[src/rtl/ram_port_arbiter.sv]
// Two-requester round-robin arbiter in front of a single-port synchronous RAM.
// One access per cycle; read responses return exactly one cycle after acceptance.
module ram_port_arbiter #(
    parameter int unsigned SIZE  = 16,
    parameter int unsigned DEPTH = 256,
    localparam int unsigned AW   = $clog2(DEPTH)
) (
    input  logic            clk,
    input  logic            rst,

    input  logic            a_req_valid,
    output logic            a_req_ready,
    input  logic            a_req_write,
    input  logic [AW-1:0]   a_req_addr,
    input  logic [SIZE-1:0] a_req_wdata,
    output logic            a_rsp_valid,
    output logic [SIZE-1:0] a_rsp_data,

    input  logic            b_req_valid,
    output logic            b_req_ready,
    input  logic            b_req_write,
    input  logic [AW-1:0]   b_req_addr,
    input  logic [SIZE-1:0] b_req_wdata,
    output logic            b_rsp_valid,
    output logic [SIZE-1:0] b_rsp_data,

    output logic [AW-1:0]   ram_address,
    output logic [SIZE-1:0] ram_write_data,
    output logic            ram_write_en,
    input  logic [SIZE-1:0] ram_read_data
);

    logic r_rr_last;
    logic r_rsp_pend;
    logic r_rsp_port;

    logic w_grant_a;
    logic w_grant_b;
    logic w_any_grant;
    logic w_read_accept;
    logic w_grant_write;

    // On a tie the port that was not granted last wins; rst blocks all grants immediately.
    always_comb begin
        w_grant_a = a_req_valid & (~b_req_valid | r_rr_last) & ~rst;
        w_grant_b = b_req_valid & (~a_req_valid | ~r_rr_last) & ~rst;
    end

    always_comb begin
        w_any_grant   = w_grant_a | w_grant_b;
        w_grant_write = w_grant_b ? b_req_write : a_req_write;
        w_read_accept = w_any_grant & ~w_grant_write;
    end

    always_comb begin
        a_req_ready = w_grant_a;
        b_req_ready = w_grant_b;
    end

    // Port A drives the RAM bus when idle; only write_en is qualified.
    always_comb begin
        ram_address    = w_grant_b ? b_req_addr  : a_req_addr;
        ram_write_data = w_grant_b ? b_req_wdata : a_req_wdata;
        ram_write_en   = w_any_grant & w_grant_write;
    end

    always_ff @(posedge clk or posedge rst) begin
        if (rst) begin
            r_rr_last  <= 1'b1;
            r_rsp_pend <= 1'b0;
            r_rsp_port <= 1'b0;
        end else begin
            if (w_any_grant) begin
                r_rr_last <= w_grant_b;
            end
            r_rsp_pend <= w_read_accept;
            if (w_read_accept) begin
                r_rsp_port <= w_grant_b;
            end
        end
    end

    always_comb begin
        a_rsp_valid = r_rsp_pend & ~r_rsp_port;
        b_rsp_valid = r_rsp_pend & r_rsp_port;
        a_rsp_data  = ram_read_data;
        b_rsp_data  = ram_read_data;
    end

endmodule

[config.mk]
export PLATFORM = sky130hd
export DESIGN_NAME = ram_port_arbiter
export DESIGN_NICKNAME = d
export VERILOG_FILES = /design/src/rtl/ram_port_arbiter.sv
export SDC_FILE = /design/constraint.sdc
export NUM_CORES = 1
export LEC_CHECK = 0
export CAP_MARGIN = 20
export CORE_MARGIN = 5
export CORE_UTILIZATION = 20
export DETAILED_ROUTE_END_ITERATION = 8
export PLACE_DENSITY = 0.77
export SYNTH_ARGS = -nofsm -noshare
export SYNTH_HDL_FRONTEND = slang
export SYNTH_SLANG_ARGS = --single-unit
export TNS_END_PERCENT = 5
[constraint.sdc]
create_clock -name clk -period 1.7 [get_ports clk]
set_input_delay 0.425 -clock clk [delete_from_list [all_inputs] [get_ports clk]]
set_output_delay 0.425 -clock clk [all_outputs]
set_load 0.1 [all_outputs]
==> impl_metrics.py, run 1 <==
metrics = {
    "clocking": {
        "clock_path_buffers": 2,
        "cts_root_buf": "clkbuf_8",
        "clk_pin_slew_ps": 30,
        "cts_tree": "built",
        "cts.sinks": 3,
        "clock_latency_ps": 210,
        "htree_levels": 1,
        "postCtsHoldBufs": 0,
        "cts_buffers": 3,
    },
    "power": {
        "seqPwrFrac_pct": 7.3,
        "switchingPower_w": 0.0006094,
        "ir_drop_uv": 268.2,
        "swShare_pct": 46.24,
        "clockPowerShare_pct": 15.2,
        "p_leak_nw": 0.8713,
        "internal_power_w": 0.0007085,
        "comb_power_share_pct": 77.6,
        "power_density_mw_per_mm2": 674.4,
    },
    "final_layout": {
        "drive_gt1_share_pct": 54.42,
        "nNetsFinal": 218,
        "fin_area_sq_mm": 0.001954,
        "synthToLayoutAreaGrowth_pct": 134.5,
        "layout_common_cells": "clkdlybuf4s50_1 (50), buf_12 (30), mux2_4 (24)",
        "diodes": 0,
        "final_common_cell": "clkdlybuf4s50_1",
        "fin_util_pct": 48.51,
        "final_cells": 197,
    },
    "route": {
        "first_iter_violations": 13,
        "post_drt_wl_per_cell_um": 14.09,
        "routed-wl-met3_um": 472,
        "routed_wl_um": 2776,
        "route.top_layer_used": "met4",
        "vias": 796,
        "route.met2.wl_um": 1388,
        "drtAntennaViolNets": 0,
        "viasPerCell": 4.041,
        "drc": 0,
        "wl_met1_um": 882,
        "drt_pre_antenna_iters": 2,
    },
    "die": {
        "dieHeight_um": 74.55,
        "placementRows": 23,
        "core_area_sq_mm": 0.004029,
        "io_pins": 131,
        "die-width_um": 74.55,
        "start_util_pct": 20.68,
        "die_area_sq_mm": 0.005558,
    },
    "critical_path": {
        "path_max_fanout": 6,
        "rrSetupSlack_ps": 200,
        "cp-start-kind": "flip-flop",
        "r2r_end": "r_rsp_port",
        "cp.required_ps": 1270,
        "cp-end-kind": "output port",
        "reg2reg_depth": 5,
        "arrival_ps": 1630,
        "rr_startpoint": "r_rr_last",
        "criticalPathCategory": "reg2out",
    },
    "grt": {
        "antenna_found_initial": 0,
        "grt_pass1_wl_um": 3857,
        "gr-total-overflow": 0,
        "grt_usage_pct": 9.334,
        "grt_pass1_vias": 748,
        "grt_max_degree": 7,
    },
    "hold_path": {
        "min_path_type": "in2async",
    },
    "placement": {
        "gp_congestion": 0.7085,
        "dp_cells": 191,
        "preCtsSetupSlack_ps": -739.6,
        "placed_area_sq_mm": 0.001842,
        "io_buffers": 82,
        "dp_hpwl_um": 2431,
    },
    "timing": {
        "rsz0062_at_grt": "yes",
        "setup-tns-final_ps": -8718,
        "slew_headroom_pct": 81.59,
        "fmax_ghz": 0.4859,
        "finalSetupViolCount": 27,
        "layout_setup_ws_ps": -358.2,
        "worstMarginPinSlew_ps": 276.2,
        "fin_skew_ps": 3.278,
        "slew_viol_final": 0,
        "hold_viol_final": 0,
        "fin_crit_ps": 2058,
        "timing.final.crit_share_pct": 121.1,
    },
    "run_status": {
        "violations": "setup timing",
        "status": "complete, but fails checks",
    },
    "synth": {
        "synthCells": 80,
        "yosysSeqAreaShare_pct": 9.159,
        "syn_avg_cell_area_sq_um": 10.42,
        "syn_nets": 150,
        "synth_area_sq_um": 833.3,
        "synth_cell_types": 20,
        "synth_seq_cells": 3,
        "ys_warn_count": 0,
    },
    "run": {
        "cap_viol_max_count": 0,
    },
}
==> power groups by stage <==
stage,sequential [W],clock (W),combinational (W)
2_1_floorplan,0.0000974,0,0.000944
3_3_place_gp,0.0000955,0,0.000994
3_5_place_dp,0.0000973,0,0.00100
4_1_cts,0.0000969,0.000205,0.00103
5_1_grt,0.0000986,0.000219,0.00105
6_report,0.0000958,0.000200,0.00102
==> flip-flops by register name (all words and copies together), names as in the netlist <==
| name | count |
|---|---|
| r_rsp_port | 1 |
| r_rr_last | 1 |
| r_rsp_pend | 1 |
==> cells by family (layout without fill, tap and decap cells) <==
| logic type | count (synthesis) | in the layout | synth area share (%) |
|---|---|---|---|
| AOI/OAI and AO/OA | 6 | 6 | 6.757 |
| buffers and inverters | 38 | 105 | 35.44 |
| DFF | 3 | 3 | 9.160 |
| and+or+nand+nor | 9 | 9 | 8.110 |
| muxes | 24 | 24 | 40.54 |
==> worst max path at each step <==
| stage | slack, ps | startpoint | to | cells past startpoint |
|---|---|---|---|---|
| final | -360 | r_rr_last | ram_write_data[1] | 5 |
| after detailed placement | -740 | b_req_valid | ram_write_data[13] | 6 |
| after CTS | -430 | r_rr_last | ram_address[4] | 5 |
| after global placement | -710 | b_req_valid | ram_address[4] | 6 |
| after floorplan | -290 | r_rr_last | ram_write_en | 3 |
| after global routing | -420 | r_rr_last | ram_address[4] | 5 |
==> through the flow <==
stage / power [W] / hold WS (ps)
after floorplan: 0.001042 / 199.7
after global placement: 0.001089 / 524.8
after detailed placement: 0.001099 / 536.5
after CTS: 0.001334 / 450.4
after global routing: 0.001370 / 457.5
final: 0.001318 / 449.8
==> Yosys cell counts <==
| cell type | n | area [sq um] |
|---|---|---|
| o32ai_1 | 1 | 8.760 |
| a22o_1 | 1 | 8.760 |
| nor2_1 | 2 | 7.510 |
| nand2b_1 | 1 | 6.260 |
| mux2_2 | 6 | 67.56 |
| nor2_8 | 1 | 20.02 |
| o32a_2 | 1 | 11.26 |
| and2_1 | 2 | 12.51 |
| dfstp_2 | 1 | 26.28 |
| mux2_4 | 18 | 270.3 |
| a21bo_4 | 1 | 16.27 |
| or3_1 | 1 | 6.260 |
| a31oi_1 | 1 | 6.260 |
| nor2b_2 | 1 | 8.760 |
| nor2b_1 | 1 | 6.260 |
| buf_12 | 2 | 40.04 |
| dfrtp_1 | 2 | 50.05 |
| a21oi_1 | 1 | 5.000 |
| inv_1 | 4 | 15.01 |
| buf_4 | 32 | 240.2 |
==> layer usage <==
metal | GRT usage (%) | up-vias
met2 | 16.78 | 64
met1 | 9.018 | 356
met5 | 0 | -
met3 | 4.595 | 2
met4 | 3.953 | 0
li1 | - | 374
==> cell type report <==
| class | count | area [sq um] |
|---|---|---|
| fill | 358 | 2074 |
| timing repair buffer | 97 | 1261 |
| multi-input combinational | 39 | 494.2 |
| sequential | 3 | 76.32 |
| tap | 50 | 62.56 |
| clock buffer | 4 | 45.04 |
| inverter | 4 | 15.01 |
==> critical path: stages, from the launching register on <==
cell and delay (ps):
dfstp_2 360, a21bo_4 230, nor2_8 180, clkbuf_16 180
mux2_4 310, buf_12 170
==> what timing repair did <==
action / CTS / global route
setup endpoints to repair: 27 / 27
gates cloned: 1 / 0
pin swaps: 3 / 2
hold endpoints to repair: 0 / 0
buffers inserted: 1 / 0
gates resized for setup: 22 / 1
(Power assumes the default switching activity.)
==> inputs of run 2 (changes only) <==
--- a/config.mk
+++ b/config.mk
@@ -7,9 +7,10 @@
 export LEC_CHECK = 0
 export CAP_MARGIN = 20
 export CORE_MARGIN = 5
-export CORE_UTILIZATION = 20
+export CORE_UTILIZATION = 23
 export DETAILED_ROUTE_END_ITERATION = 8
-export PLACE_DENSITY = 0.77
+export HOLD_SLACK_MARGIN = 0.15
+export PLACE_DENSITY = 0.84
 export SYNTH_ARGS = -nofsm -noshare
 export SYNTH_HDL_FRONTEND = slang
 export SYNTH_SLANG_ARGS = --single-unit
==> constraint.sdc (replaced) <==
create_clock -name clk -period 1.95 [get_ports clk]
set_input_delay 0.4875 -clock clk [delete_from_list [all_inputs] [get_ports clk]]
set_output_delay 0.4875 -clock clk [all_outputs]
set_load 0.1 [all_outputs]
==> run 2 against run 1 <==
The run still ends with setup timing left. Combinational power fell by 10%. Power fell by 15%. Die area fell by 11%. Largest power group unchanged. Highest routed layer unchanged. Design area rose by 0.58%. Critical endpoint is now ram_write_data[11]. Critical path depth rose by 1. Hold slack improved by 91 ps. Sequential share of layout area barely moved. Global-route usage rose by 4.1 points. Via count rose by 5.0%. Routed wire length rose by 22%. Clock power fell by 38%.
==> impl_metrics.py, run 2 (synthesized netlist as in run 1, its figures left out) <==
metrics = {
    "die": {
        "dieHeight_um": 70.19,
        "core_area_sq_mm": 0.003416,
        "placementRows": 21,
        "die_area_sq_mm": 0.004927,
        "io_pins": 131,
        "start_util_pct": 24.40,
        "die-width_um": 70.19,
    },
    "route": {
        "viasPerCell": 4.265,
        "drtAntennaViolNets": 0,
        "route.top_layer_used": "met4",
        "routed-wl-met3_um": 370,
        "post_drt_wl_per_cell_um": 17.22,
        "vias": 836,
        "route.met2.wl_um": 1801,
        "routed_wl_um": 3376,
        "first_iter_violations": 32,
        "wl_met1_um": 1140,
        "drt_pre_antenna_iters": 4,
        "drc": 0,
    },
    "timing": {
        "layout_setup_ws_ps": -286.4,
        "finalSetupViolCount": 26,
        "setup-tns-final_ps": -6330,
        "worstMarginPinSlew_ps": 248.9,
        "slew_headroom_pct": 83.36,
        "slew_viol_final": 0,
        "fin_skew_ps": 3.379,
        "holdWs_ps": 540.9,
        "fmax_ghz": 0.4471,
        "timing.final.crit_share_pct": 114.7,
        "rsz0062_at_grt": "yes",
        "fin_crit_ps": 2236,
        "hold_viol_final": 0,
    },
    "final_layout": {
        "largestRegisters": "r_rr_last x1, r_rsp_pend x1, r_rsp_port x1",
        "layout_common_cells": "clkdlybuf4s50_1 (49), buf_12 (31), mux2_4 (24)",
        "drive_gt1_share_pct": 55.33,
        "diodes": 0,
        "final_common_cell": "clkdlybuf4s50_1",
        "fin_util_pct": 57.55,
        "synthToLayoutAreaGrowth_pct": 135.9,
        "nNetsFinal": 221,
        "final_cells": 196,
    },
    "power": {
        "ir_drop_uv": 263.8,
        "p_leak_nw": 0.8854,
        "power_density_mw_per_mm2": 570.4,
    },
    "critical_path": {
        "cpMostUsedCell": "buf_12",
        "criticalPathCategory": "reg2out",
        "path_delay_family": "flip-flops",
        "reg2reg_depth": 5,
        "cp_slowest_stage_delay_ps": 540,
        "crit_path_end": "ram_write_data[11]",
        "arrival_ps": 1750,
        "critPathBufInv": 3,
        "rrSetupSlack_ps": 460,
        "path_max_fanout": 5,
        "cp.required_ps": 1460,
        "cpMaxStageDelayCell": "dfstp_2",
        "worstPathCellList": "a21bo_4 > nor2_8 > buf_12 > buf_12 > mux2_4 > buf_12",
        "crit_start": "r_rr_last",
        "r2r_end": "r_rsp_port",
        "worstSetupPathDepth": 6,
        "cp-start-kind": "flip-flop",
        "cp-end-kind": "output port",
        "rr_startpoint": "r_rr_last",
    },
    "run_status": {
        "status": "complete, but fails checks",
        "violations": "setup timing",
    },
    "clocking": {
        "cts_buffers": 3,
        "clock_path_buffers": 2,
        "cts.sinks": 3,
        "cts_tree": "built",
        "htree_levels": 1,
        "cts_root_buf": "clkbuf_4",
        "clk_pin_slew_ps": 40,
        "postCtsHoldBufs": 0,
        "clock_latency_ps": 250,
    },
    "grt": {
        "grt_pass1_wl_um": 5147,
        "gr-total-overflow": 0,
        "antenna_found_initial": 0,
        "grt_max_degree": 7,
        "grt_usage_pct": 13.45,
        "grt_pass1_vias": 926,
    },
    "placement": {
        "io_buffers": 82,
        "dp_hpwl_um": 2615,
        "dp_cells": 183,
        "gp_congestion": 0.7344,
    },
    "hold_path": {
        "min_path_type": "reg2reg",
    },
    "run": {
        "cap_viol_max_count": 0,
    },
}
[run 2: through the flow]
stage / power, W / cell area, sq um / setup slack, ps
floorplan: 0.0009069 / 835.8 / -249.3
global placement: 0.0009340 / 1804 / -565.7
detailed placement: 0.0009490 / 1804 / -612.1
CTS: 0.001142 / 2017 / -407.3
global route: 0.001158 / 1966 / -329.9
finish: 0.001121 / 1966 / -286.4
[run 2: repair_timing]
item                       in CTS  in global routing
setup endpoints to repair      27                 27
pin swaps                       3                  2
setup buffers                  10                  1
gates cloned                    2                  0
resized for setup              28                  8
[run 2: per-layer routing]
metal / GRT usage, % / up-vias
met5: 0 / -
met4: 3.830 / 0
met3: 6.456 / 8
met2: 25.08 / 68
met1: 13.05 / 378
li1: - / 382
[run 2: layout make-up]
| class | instances | area [sq um] |
|---|---|---|
| Clock buffer | 4 | 26.28 |
| Fill cell | 282 | 1450 |
| Inverter | 4 | 15.01 |
| Multi-Input combinational cell | 39 | 494.2 |
| Sequential cell | 3 | 76.32 |
| Tap cell | 46 | 57.56 |
| Timing Repair Buffer | 100 | 1296 |
[run 2: worst min path at each step]
| stage | cells past startpoint | to | start | slack (ps) |
|---|---|---|---|---|
| floorplan | 1 | r_rsp_pend | rst | 260 |
| global placement | 1 | r_rsp_port | r_rsp_port | 510 |
| detailed placement | 1 | r_rsp_port | r_rsp_port | 520 |
| CTS | 1 | r_rsp_port | r_rsp_port | 530 |
| global route | 3 | r_rr_last | a_req_valid | 540 |
| finish | 1 | r_rsp_port | r_rsp_port | 540 |
[run 2: where the power goes]
part / internal [W] / switching (W)
Clock: 0.0000776 / 0.0000460
Sequential: 0.0000760 / 0.00000851
Combinational: 0.000412 / 0.000501
Total: 0.000565 / 0.000556
==> inputs of run 3 (changes only) <==
--- a/config.mk
+++ b/config.mk
@@ -11,6 +11,7 @@
 export DETAILED_ROUTE_END_ITERATION = 8
 export HOLD_SLACK_MARGIN = 0.15
 export PLACE_DENSITY = 0.84
+export SLEW_MARGIN = 20
 export SYNTH_ARGS = -nofsm -noshare
 export SYNTH_HDL_FRONTEND = slang
 export SYNTH_SLANG_ARGS = --single-unit
==> results of run 3 <==
No change in the layout: final DEF, timing and power equal those of run 2.
